$ cat config.mk
export PLATFORM = sky130hd
export DESIGN_NAME = spi_cmd_ctrl
export DESIGN_NICKNAME = d
export VERILOG_FILES = /design/src/rtl/spi_cmd_pkg.sv /design/src/rtl/spi_reg_bank.sv /design/src/rtl/spi_cmd_ctrl.sv
export SDC_FILE = /design/constraint.sdc
export NUM_CORES = 1
export LEC_CHECK = 0
export CAP_MARGIN = 20
export CORE_MARGIN = 5
export CORE_UTILIZATION = 45
export CTS_CLUSTER_DIAMETER = 80
export DETAILED_ROUTE_END_ITERATION = 8
export PLACE_DENSITY = 0.69
export SYNTH_ARGS = -nofsm -noshare
export SYNTH_HDL_FRONTEND = slang
export SYNTH_HIERARCHICAL = 1
export SYNTH_SLANG_ARGS = --single-unit
$ cat constraint.sdc
create_clock -name CLK -period 3 [get_ports CLK]
set_input_delay 0.3 -clock CLK [delete_from_list [all_inputs] [get_ports CLK]]
set_output_delay 0.3 -clock CLK [all_outputs]
set_load 0.02 [all_outputs]
$ cat src/rtl/spi_cmd_pkg.sv
// spi_cmd_pkg: shared types and constants for the SPI command sequencer.
package spi_cmd_pkg;
   typedef enum logic [1:0] {IDLE, WRITE, READ, DISCARD} state_t;
   localparam int BYTE_W = 8;
   localparam int CMD_RW_BIT = 7;
   localparam int DEF_TIMEOUT_CYCLES = 16000;
   // Command bits between the R/W flag and the address field must be zero.
   function automatic logic [7:0] resv_mask(input int aw);
      resv_mask = 8'h7F & ~8'((1 << aw) - 1);
   endfunction
endpackage

$ cat src/rtl/spi_reg_bank.sv
// spi_reg_bank: byte register bank with one synchronous write port and one combinational read port.
module spi_reg_bank import spi_cmd_pkg::*; #(
   parameter int ADDR_W = 3
)(
   input  logic                              CLK,
   input  logic                              RST,
   input  logic                              we,
   input  logic [ADDR_W-1:0]                 waddr,
   input  logic [BYTE_W-1:0]                 wdata,
   input  logic [ADDR_W-1:0]                 raddr,
   output logic [BYTE_W-1:0]                 rdata,
   output logic [BYTE_W*(2**ADDR_W)-1:0]     reg_out
);
   logic [BYTE_W-1:0] regs [2**ADDR_W];
   always_ff @(posedge CLK)
      if (RST) for (int i = 0; i < 2**ADDR_W; i++) regs[i] <= '0;
      else if (we) regs[waddr] <= wdata;
   for (genvar k = 0; k < 2**ADDR_W; k++) begin : g_out
      assign reg_out[BYTE_W*k +: BYTE_W] = regs[k];
   end
   assign rdata = regs[raddr];
endmodule

$ cat src/rtl/spi_cmd_ctrl.sv
// spi_cmd_ctrl: parses per-frame SPI bytes into burst register writes/reads,
// supplies the next byte to shift out, and flags malformed or stalled frames.
module spi_cmd_ctrl import spi_cmd_pkg::*; #(
   parameter int ADDR_W         = 3,
   parameter int TIMEOUT_CYCLES = DEF_TIMEOUT_CYCLES,
   parameter int TIMEOUT_W      = 14
)(
   input  logic                          CLK,
   input  logic                          RST,
   input  logic [7:0]                    rx_byte,
   input  logic                          rx_valid,
   input  logic                          cs_n,
   input  logic                          err_clr,
   output logic [8*(2**ADDR_W)-1:0]      reg_out,
   output logic                          wr_strobe,
   output logic [ADDR_W-1:0]             wr_addr,
   output logic [7:0]                    wr_data,
   output logic [7:0]                    tx_byte,
   output logic                          frame_err,
   output logic                          timeout_err
);
   state_t state, state_nxt;
   logic [ADDR_W-1:0] addr, raddr;
   logic [TIMEOUT_W-1:0] to_cnt;
   logic [7:0] rdata;
   logic fire, active, to_hit, cmd_bad, we, tx_load;

   assign fire    = rx_valid && !cs_n;
   assign active  = (state == WRITE || state == READ) && !cs_n;
   assign cmd_bad = |(rx_byte & resv_mask(ADDR_W));
   assign to_hit  = active && !rx_valid && to_cnt == TIMEOUT_W'(TIMEOUT_CYCLES - 1);

   // A reset released mid-frame must not treat the next byte as a command.
   always_ff @(posedge CLK)
      if (RST) state <= cs_n ? IDLE : DISCARD;
      else state <= state_nxt;

   always_comb begin
      state_nxt = state;
      if (cs_n) state_nxt = IDLE;
      else if (state == IDLE && rx_valid)
         state_nxt = cmd_bad ? DISCARD : rx_byte[CMD_RW_BIT] ? WRITE : READ;
      else if (to_hit) state_nxt = DISCARD;
   end

   always_comb begin
      we      = state == WRITE && fire;
      raddr   = state == IDLE ? rx_byte[ADDR_W-1:0] : addr + 1'b1;
      tx_load = fire && (state == READ || (state == IDLE && !cmd_bad && !rx_byte[CMD_RW_BIT]));
   end

   always_ff @(posedge CLK)
      if (RST) begin
         addr        <= '0;
         to_cnt      <= '0;
         tx_byte     <= '0;
         wr_strobe   <= 1'b0;
         wr_addr     <= '0;
         wr_data     <= '0;
         frame_err   <= 1'b0;
         timeout_err <= 1'b0;
      end else begin
         addr        <= (fire && state == IDLE) ? rx_byte[ADDR_W-1:0] :
                        (fire && (state == WRITE || state == READ)) ? addr + 1'b1 : addr;
         to_cnt      <= (active && !rx_valid && !to_hit) ? to_cnt + 1'b1 : '0;
         tx_byte     <= tx_load ? rdata : tx_byte;
         wr_strobe   <= we;
         wr_addr     <= we ? addr : wr_addr;
         wr_data     <= we ? rx_byte : wr_data;
         frame_err   <= (fire && state == IDLE && cmd_bad) || (frame_err && !err_clr);
         timeout_err <= to_hit || (timeout_err && !err_clr);
      end

   spi_reg_bank #(.ADDR_W(ADDR_W)) u_bank (
      .CLK    (CLK),
      .RST    (RST),
      .we     (we),
      .waddr  (addr),
      .wdata  (rx_byte),
      .raddr  (raddr),
      .rdata  (rdata),
      .reg_out(reg_out)
   );
endmodule

==> Flow_metrics.wiki <==
{| class="wikitable"
! Metric !! Value
|-
| H-tree levels || 3
|-
| Initial standard-cell utilization of the core || 46.37%
|-
| Starting DRT DRC Count || 252
|-
| Initial antenna violation count || 0
|-
| Total overflow reported by the global router || 0
|-
| Global-route usage over all layers || 20.39%
|-
| Clock skew || 0.008425 ns
|-
| Ant. Diodes || 0
|-
| Total detailed-routing wirelength || 12850 um
|-
| Cell area after technology mapping || 0.004830 mm^2
|-
| Layout Nets || 521
|-
| Wire length of the first global-routing pass || 20290 um
|-
| Power share of the clock group || 30.0%
|-
| Worst skew pair latency || 0.36 ns
|-
| Cts hold-fix bufs || 0
|-
| Slowest Stage Delay on Critical Path || 0.61 ns
|-
| Site Rows || 37
|-
| Root Buffer Master || clkbuf_8
|-
| Clock buffers created by TritonCTS || 9
|-
| Clock tree sinks || 105
|-
| Status || complete, no violations
|-
| Slack of the worst reg-to-reg path || 0.60 ns
|-
| Required time of the critical path || 3.26 ns
|-
| Number of fill cells in the layout || 847
|-
| Top-level I/O count || 99
|-
| Clock Path Buffers || 2
|-
| Final number of max-transition violations || 0
|-
| Unique cell type count in the Yosys netlist || 45
|-
| Number of nets with antenna violations after detailed routing || 0
|-
| Setup repair after global routing missed its margin || no
|-
| Achievable clock frequency || 416.0 MHz
|-
| Switching Fraction || 25.36%
|-
| Dominant synthesized flop cell || edfxtp_1
|-
| Clock edge transition at the registers on the reported setup and hold paths || 0.10 ns
|-
| Cell-by-cell trace of the critical path || inv_1, ha_1, buf_4, nand2_1, o21ai_2, buf_8, mux4_1, mux2_2, nand2b_1, mux2i_1
|-
| Ys Warns || 6
|-
| Measured slew at the worst slew-check pin || 0.9084 ns
|-
| Estimated wirelength of the detail-placed design || 9501 um
|-
| Seq pwr share || 55.7%
|-
| Synthesized flop and latch total || 105
|-
| Syn Inst Count || 402
|-
| Cells taking the most area after synthesis || edfxtp_1 41%, dfxtp_1 16%, mux4_1 8.2%
|-
| Syn_nets || 420
|-
| Sequential element share of the synthesized area || 57.20%
|-
| Via total after detailed routing || 3574
|-
| Cell internal pwr || 0.002152 W
|-
| Fin area || 0.006176 mm^2
|-
| Post-cts gate resize count || 0
|-
| Worst-path maximum fanout || 15
|-
| Placed inst area || 0.005966 mm^2
|-
| Net Sw Power || 0.0007314 W
|-
| GPL Wtd Cong || 0.8557
|-
| Crit path capture type || register
|-
| DRC Markers || 0
|-
| Share of total power in combinational logic || 14.2%
|-
| Input/output buffers || 98
|-
| Number of global-route vias before repair || 3590
|-
| Fin crit period || 2.404 ns
|-
| CORE AREA || 0.01042 mm^2
|-
| DIE WIDTH || 113.6 um
|-
| Worst slew margin relative to its limit || 39.44%
|-
| Total iterations of the first detailed-routing run || 5
|-
| CTS tree || yes
|-
| Die area || 0.01290 mm^2
|-
| Average wire length per cell after detail routing || 19.96 um
|-
| Post-CTS setup-driven buffer insertion count || 0
|-
| Syn-to-layout area delta || 27.88%
|-
| Post-synth EDFFs || 66
|-
| Per-instance average area after synthesis || 12.01 um^2
|-
| Synth top area share || 41.04%
|-
| Detailed-route vias per instance || 5.550
|-
| Total leakage power || 2.099 nW
|-
| Final setup fails || 0
|-
| Final total negative setup slack || 0 ns
|-
| Largest area contributor in the netlist || edfxtp_1
|-
| Worst IR drop on VDD || 275.6 uV
|-
| Die Y-Extent || 113.6 um
|-
| Max-cap viol count || 0
|-
| Proportion of synthesized flip-flops having asynchronous set or reset || 0%
|-
| Period utilisation layout || 80.13%
|-
| Category of the critical setup timing path || register to register
|-
| Number of hold violations in the final report || 0
|-
| Worst hold-check path type || register to register
|-
| Pwr dens || 466.9 mW/mm^2
|-
| Share of post-route cells with drive strength above 1 || 10.83%
|-
| Pin count of the biggest net entering global routing || 32
|-
| Power, Total || 0.002884 W
|-
| CP arrival || 2.66 ns
|-
| Critical path startpoint category || register
|-
| Commonest cells in the netlist || 66 x edfxtp_1, 66 x nor3_1, 39 x dfxtp_1
|-
| Slowest cell on crit path || mux4_1
|}
==> layout make-up <==
| type | instances | area (um^2) | area share (%) |
|---|---|---|---|
| Tap cell | 136 | 170.2 | 2.755 |
| Sequential cell | 105 | 2763 | 44.73 |
| Inverter | 18 | 67.56 | 1.094 |
| Timing Repair Buffer | 118 | 1139 | 18.44 |
| Clock inverter | 6 | 67.56 | 1.094 |
| Multi-Input combinational cell | 251 | 1842 | 29.82 |
| Clock buffer | 10 | 127.6 | 2.066 |
==> cell families after synthesis <==
kind of cell	share of synthesized area, %
AOI/OAI and AO/OA	4.171
adders and majority gates	1.295
DFF	57.20
buffers and inverters	4.741
xor gates and xnor gates	2.358
and+or+nand+nor	17.62
muxes	12.62
==> critical path, delay by kind of cell, from the launching register on <==
family                   cells  cell delay, ns
AO/OA/AOI/OAI                1            0.10
buffers and inverters        3            0.49
multiplexers                 3            0.96
adder cells (fa/ha/maj)      1            0.20
AND/OR/NAND/NOR              2            0.15
flip-flops                   1            0.40
==> placed cells by master (no fill, tap or decap), drive strengths merged, types with 2 or more instances in the layout <==
master	n
nand4	4
nand2	33
mux2i	8
xnor2	7
mux2	10
or4	2
dfxtp	39
nor4	4
or2	2
clkbuf	10
mux4	16
nand3b	2
nand3	7
ha	5
a21oi	15
clkdlybuf4s50	98
o21ai	4
clkinv	10
edfxtp	66
buf	20
nor2	22
nand2b	19
o21bai	8
nor3	67
clkinvlp	2
inv	11
xor2	6
==> per-layer routing <==
layer / vias up / GRT usage [%] / part of all wire (%)
met1: 1738 / 27.84 / 42
li1: 1672 / - / -
met2: 157 / 33.53 / 48
met5: - / 0 / 0
met3: 7 / 4.615 / 9.0
met4: 0 / 4.247 / 0.87
==> flip-flops by register name, summed over array words and instances (netlist names) <==
register     cells
tx_byte          8
addr             3
frame_err        1
state            2
u_bank/regs     64
timeout_err      1
to_cnt          14
wr_strobe        1
wr_data          8
wr_addr          3
==> stage by stage <==
step	cells	setup WS [ns]	hold WS, ns	utilization, %
final	644	0.5962	0.4606	59.29
after global routing	644	0.4332	0.4844	59.29
after CTS	643	0.2567	0.4623	59.15
after detailed placement	627	0.2772	0.4486	57.27
after global placement	627	0.3551	0.4427	57.27
after floorplan	402	0.4742	0.4360	-
==> final timing paths <==
path	depth (start not counted)	to	from
worst min register to register	2	wr_addr[2]$_SDFFE_PP0P_	wr_addr[2]$_SDFFE_PP0P_
worst max register to register	10	tx_byte[4]$_SDFFE_PP0P_	state[0]$_DFFE_PP_
worst min-delay path	2	wr_addr[2]$_SDFFE_PP0P_	wr_addr[2]$_SDFFE_PP0P_
worst max-delay path	10	tx_byte[4]$_SDFFE_PP0P_	state[0]$_DFFE_PP_
==> power groups by stage <==
stage / Clock (W) / Combinational, W / Sequential (W)
6_report: 0.000866 / 0.000411 / 0.00161
3_3_place_gp: 0 / 0.000399 / 0.00164
2_1_floorplan: 0 / 0.000201 / 0.00168
3_5_place_dp: 0 / 0.000406 / 0.00164
5_1_grt: 0.000953 / 0.000437 / 0.00161
4_1_cts: 0.000884 / 0.000407 / 0.00161
Power figures use the tool's default switching activity.
==> patch, RTL diff (same flow settings) <==
Add an input register stage for `rx_byte`, `rx_valid`, `cs_n` and `err_clr`, cleared by the reset; this delays them by one clock.
--- a/src/rtl/spi_cmd_ctrl.sv
+++ b/src/rtl/spi_cmd_ctrl.sv
@@ -19,34 +19,54 @@
    output logic                          frame_err,
    output logic                          timeout_err
 );
+
+   logic [7:0] rx_byte_q;
+   logic rx_valid_q;
+   logic cs_n_q;
+   logic err_clr_q;
+
+   always_ff @(posedge CLK) begin
+      if (RST) begin
+         rx_byte_q  <= '0;
+         rx_valid_q <= '0;
+         cs_n_q     <= '0;
+         err_clr_q  <= '0;
+      end else begin
+         rx_byte_q  <= rx_byte;
+         rx_valid_q <= rx_valid;
+         cs_n_q     <= cs_n;
+         err_clr_q  <= err_clr;
+      end
+   end
+
    state_t state, state_nxt;
    logic [ADDR_W-1:0] addr, raddr;
    logic [TIMEOUT_W-1:0] to_cnt;
    logic [7:0] rdata;
    logic fire, active, to_hit, cmd_bad, we, tx_load;
 
-   assign fire    = rx_valid && !cs_n;
-   assign active  = (state == WRITE || state == READ) && !cs_n;
-   assign cmd_bad = |(rx_byte & resv_mask(ADDR_W));
-   assign to_hit  = active && !rx_valid && to_cnt == TIMEOUT_W'(TIMEOUT_CYCLES - 1);
+   assign fire    = rx_valid_q && !cs_n_q;
+   assign active  = (state == WRITE || state == READ) && !cs_n_q;
+   assign cmd_bad = |(rx_byte_q & resv_mask(ADDR_W));
+   assign to_hit  = active && !rx_valid_q && to_cnt == TIMEOUT_W'(TIMEOUT_CYCLES - 1);
 
    // A reset released mid-frame must not treat the next byte as a command.
    always_ff @(posedge CLK)
-      if (RST) state <= cs_n ? IDLE : DISCARD;
+      if (RST) state <= cs_n_q ? IDLE : DISCARD;
       else state <= state_nxt;
 
    always_comb begin
       state_nxt = state;
-      if (cs_n) state_nxt = IDLE;
-      else if (state == IDLE && rx_valid)
-         state_nxt = cmd_bad ? DISCARD : rx_byte[CMD_RW_BIT] ? WRITE : READ;
+      if (cs_n_q) state_nxt = IDLE;
+      else if (state == IDLE && rx_valid_q)
+         state_nxt = cmd_bad ? DISCARD : rx_byte_q[CMD_RW_BIT] ? WRITE : READ;
       else if (to_hit) state_nxt = DISCARD;
    end
 
    always_comb begin
       we      = state == WRITE && fire;
-      raddr   = state == IDLE ? rx_byte[ADDR_W-1:0] : addr + 1'b1;
-      tx_load = fire && (state == READ || (state == IDLE && !cmd_bad && !rx_byte[CMD_RW_BIT]));
+      raddr   = state == IDLE ? rx_byte_q[ADDR_W-1:0] : addr + 1'b1;
+      tx_load = fire && (state == READ || (state == IDLE && !cmd_bad && !rx_byte_q[CMD_RW_BIT]));
    end
 
    always_ff @(posedge CLK)
@@ -60,15 +80,15 @@
          frame_err   <= 1'b0;
          timeout_err <= 1'b0;
       end else begin
-         addr        <= (fire && state == IDLE) ? rx_byte[ADDR_W-1:0] :
+         addr        <= (fire && state == IDLE) ? rx_byte_q[ADDR_W-1:0] :
                         (fire && (state == WRITE || state == READ)) ? addr + 1'b1 : addr;
-         to_cnt      <= (active && !rx_valid && !to_hit) ? to_cnt + 1'b1 : '0;
+         to_cnt      <= (active && !rx_valid_q && !to_hit) ? to_cnt + 1'b1 : '0;
          tx_byte     <= tx_load ? rdata : tx_byte;
          wr_strobe   <= we;
          wr_addr     <= we ? addr : wr_addr;
-         wr_data     <= we ? rx_byte : wr_data;
-         frame_err   <= (fire && state == IDLE && cmd_bad) || (frame_err && !err_clr);
-         timeout_err <= to_hit || (timeout_err && !err_clr);
+         wr_data     <= we ? rx_byte_q : wr_data;
+         frame_err   <= (fire && state == IDLE && cmd_bad) || (frame_err && !err_clr_q);
+         timeout_err <= to_hit || (timeout_err && !err_clr_q);
       end
 
    spi_reg_bank #(.ADDR_W(ADDR_W)) u_bank (
@@ -76,7 +96,7 @@
       .RST    (RST),
       .we     (we),
       .waddr  (addr),
-      .wdata  (rx_byte),
+      .wdata  (rx_byte_q),
       .raddr  (raddr),
       .rdata  (rdata),
       .reg_out(reg_out)
Check against the original RTL: not equivalent (a bounded check fails within 4 cycles, from zero or initial values and one cycle with RST high).
==> patch against the original RTL <==
Sequential cell count grew 11. Clock power grew 150%. Setup slack lost 0.25 ns. Area after synthesis grew 6.3%. Count of clock-buffer cells in the layout grew 12. Routed wire length shrank 0.40%. Total power grew 47%. Global-route usage shrank 1.1 points. Final area grew 11%. Critical endpoint is now tx_byte[5].
==> patch: results <==
{
  "status": "finished, final reports clean",
  "reg2reg_to": "tx_byte[5]",
  "hold_slack_ns": 0.446,
  "swShare": 0.211,
  "drive_above_1_share": 0.124,
  "tightest_slew_ns": 0.905,
  "inverters": 19,
  "cts_root_buf": "clkbuf_16",
  "numCtsBuffers": 17,
  "dp_cells": 651,
  "yosys-top-cells-area": "edfxtp_1 39%, dfxtp_1 20%, mux4_1 7.7%, nor3_1 6.4%, nand2b_1 2.3%",
  "place_ws_ns": 0.383,
  "cp_max_fo": 16,
  "grt_max_degree": 55,
  "seq_share": 0.433,
  "grt_pass1_vias": 3719,
  "leakagePower_uw": 0.00239,
  "finalClockSkew_ns": 0.00437,
  "peakVddDrop_mv": 0.479,
  "gp_congestion": 0.818,
  "clockBufferCount": 22,
  "fill_cells": 918,
  "wl_mm": 12.8,
  "grt_use_met3": 0.0391,
  "dp_hpwl_mm": 8.76,
  "gr-usage-all-layers": 0.193,
  "syn-num-nets": 441,
  "synthAdderAreaFrac": 0.0122,
  "seqCellArea_sq_mm": 0.00298,
  "powerComb_uw": 334,
  "multiInputGateArea_sq_mm": 0.00191,
  "num-nets-final": 545,
  "num-nonclk-buffers": 114,
  "ff2ff_path_depth": 9
}
[patch: cell types whose count changed after synthesis, sizes merged, moves of 2 or more]
cell	before	now
dfxtp	39	50
nor2b	1	12
o21ai	4	1
clkbuf	14	16
nand2	33	31
o22ai	1	3
[patch: per-layer routing]
layer,vias up,part of all wire
li1,1756,-
met1,1805,0.41
met2,146,0.51
met3,15,0.062
met4,0,0.014
met5,-,0
[patch: how the worst max path moves through the flow]
| stage | endpoint | cells after the start | slack, ns | from |
|---|---|---|---|---|
| 6_report | tx_byte[5] | 9 | 0.35 | state[0] |
| 4_1_cts | tx_byte[5] | 9 | 0.32 | state[0] |
| 3_3_place_gp | tx_byte[2] | 9 | 0.45 | state[0] |
| 3_5_place_dp | tx_byte[5] | 9 | 0.38 | state[1] |
| 5_1_grt | tx_byte[5] | 9 | 0.24 | state[0] |
| 2_1_floorplan | u_bank/regs[0][0] | 9 | 0.45 | rx_valid_q |
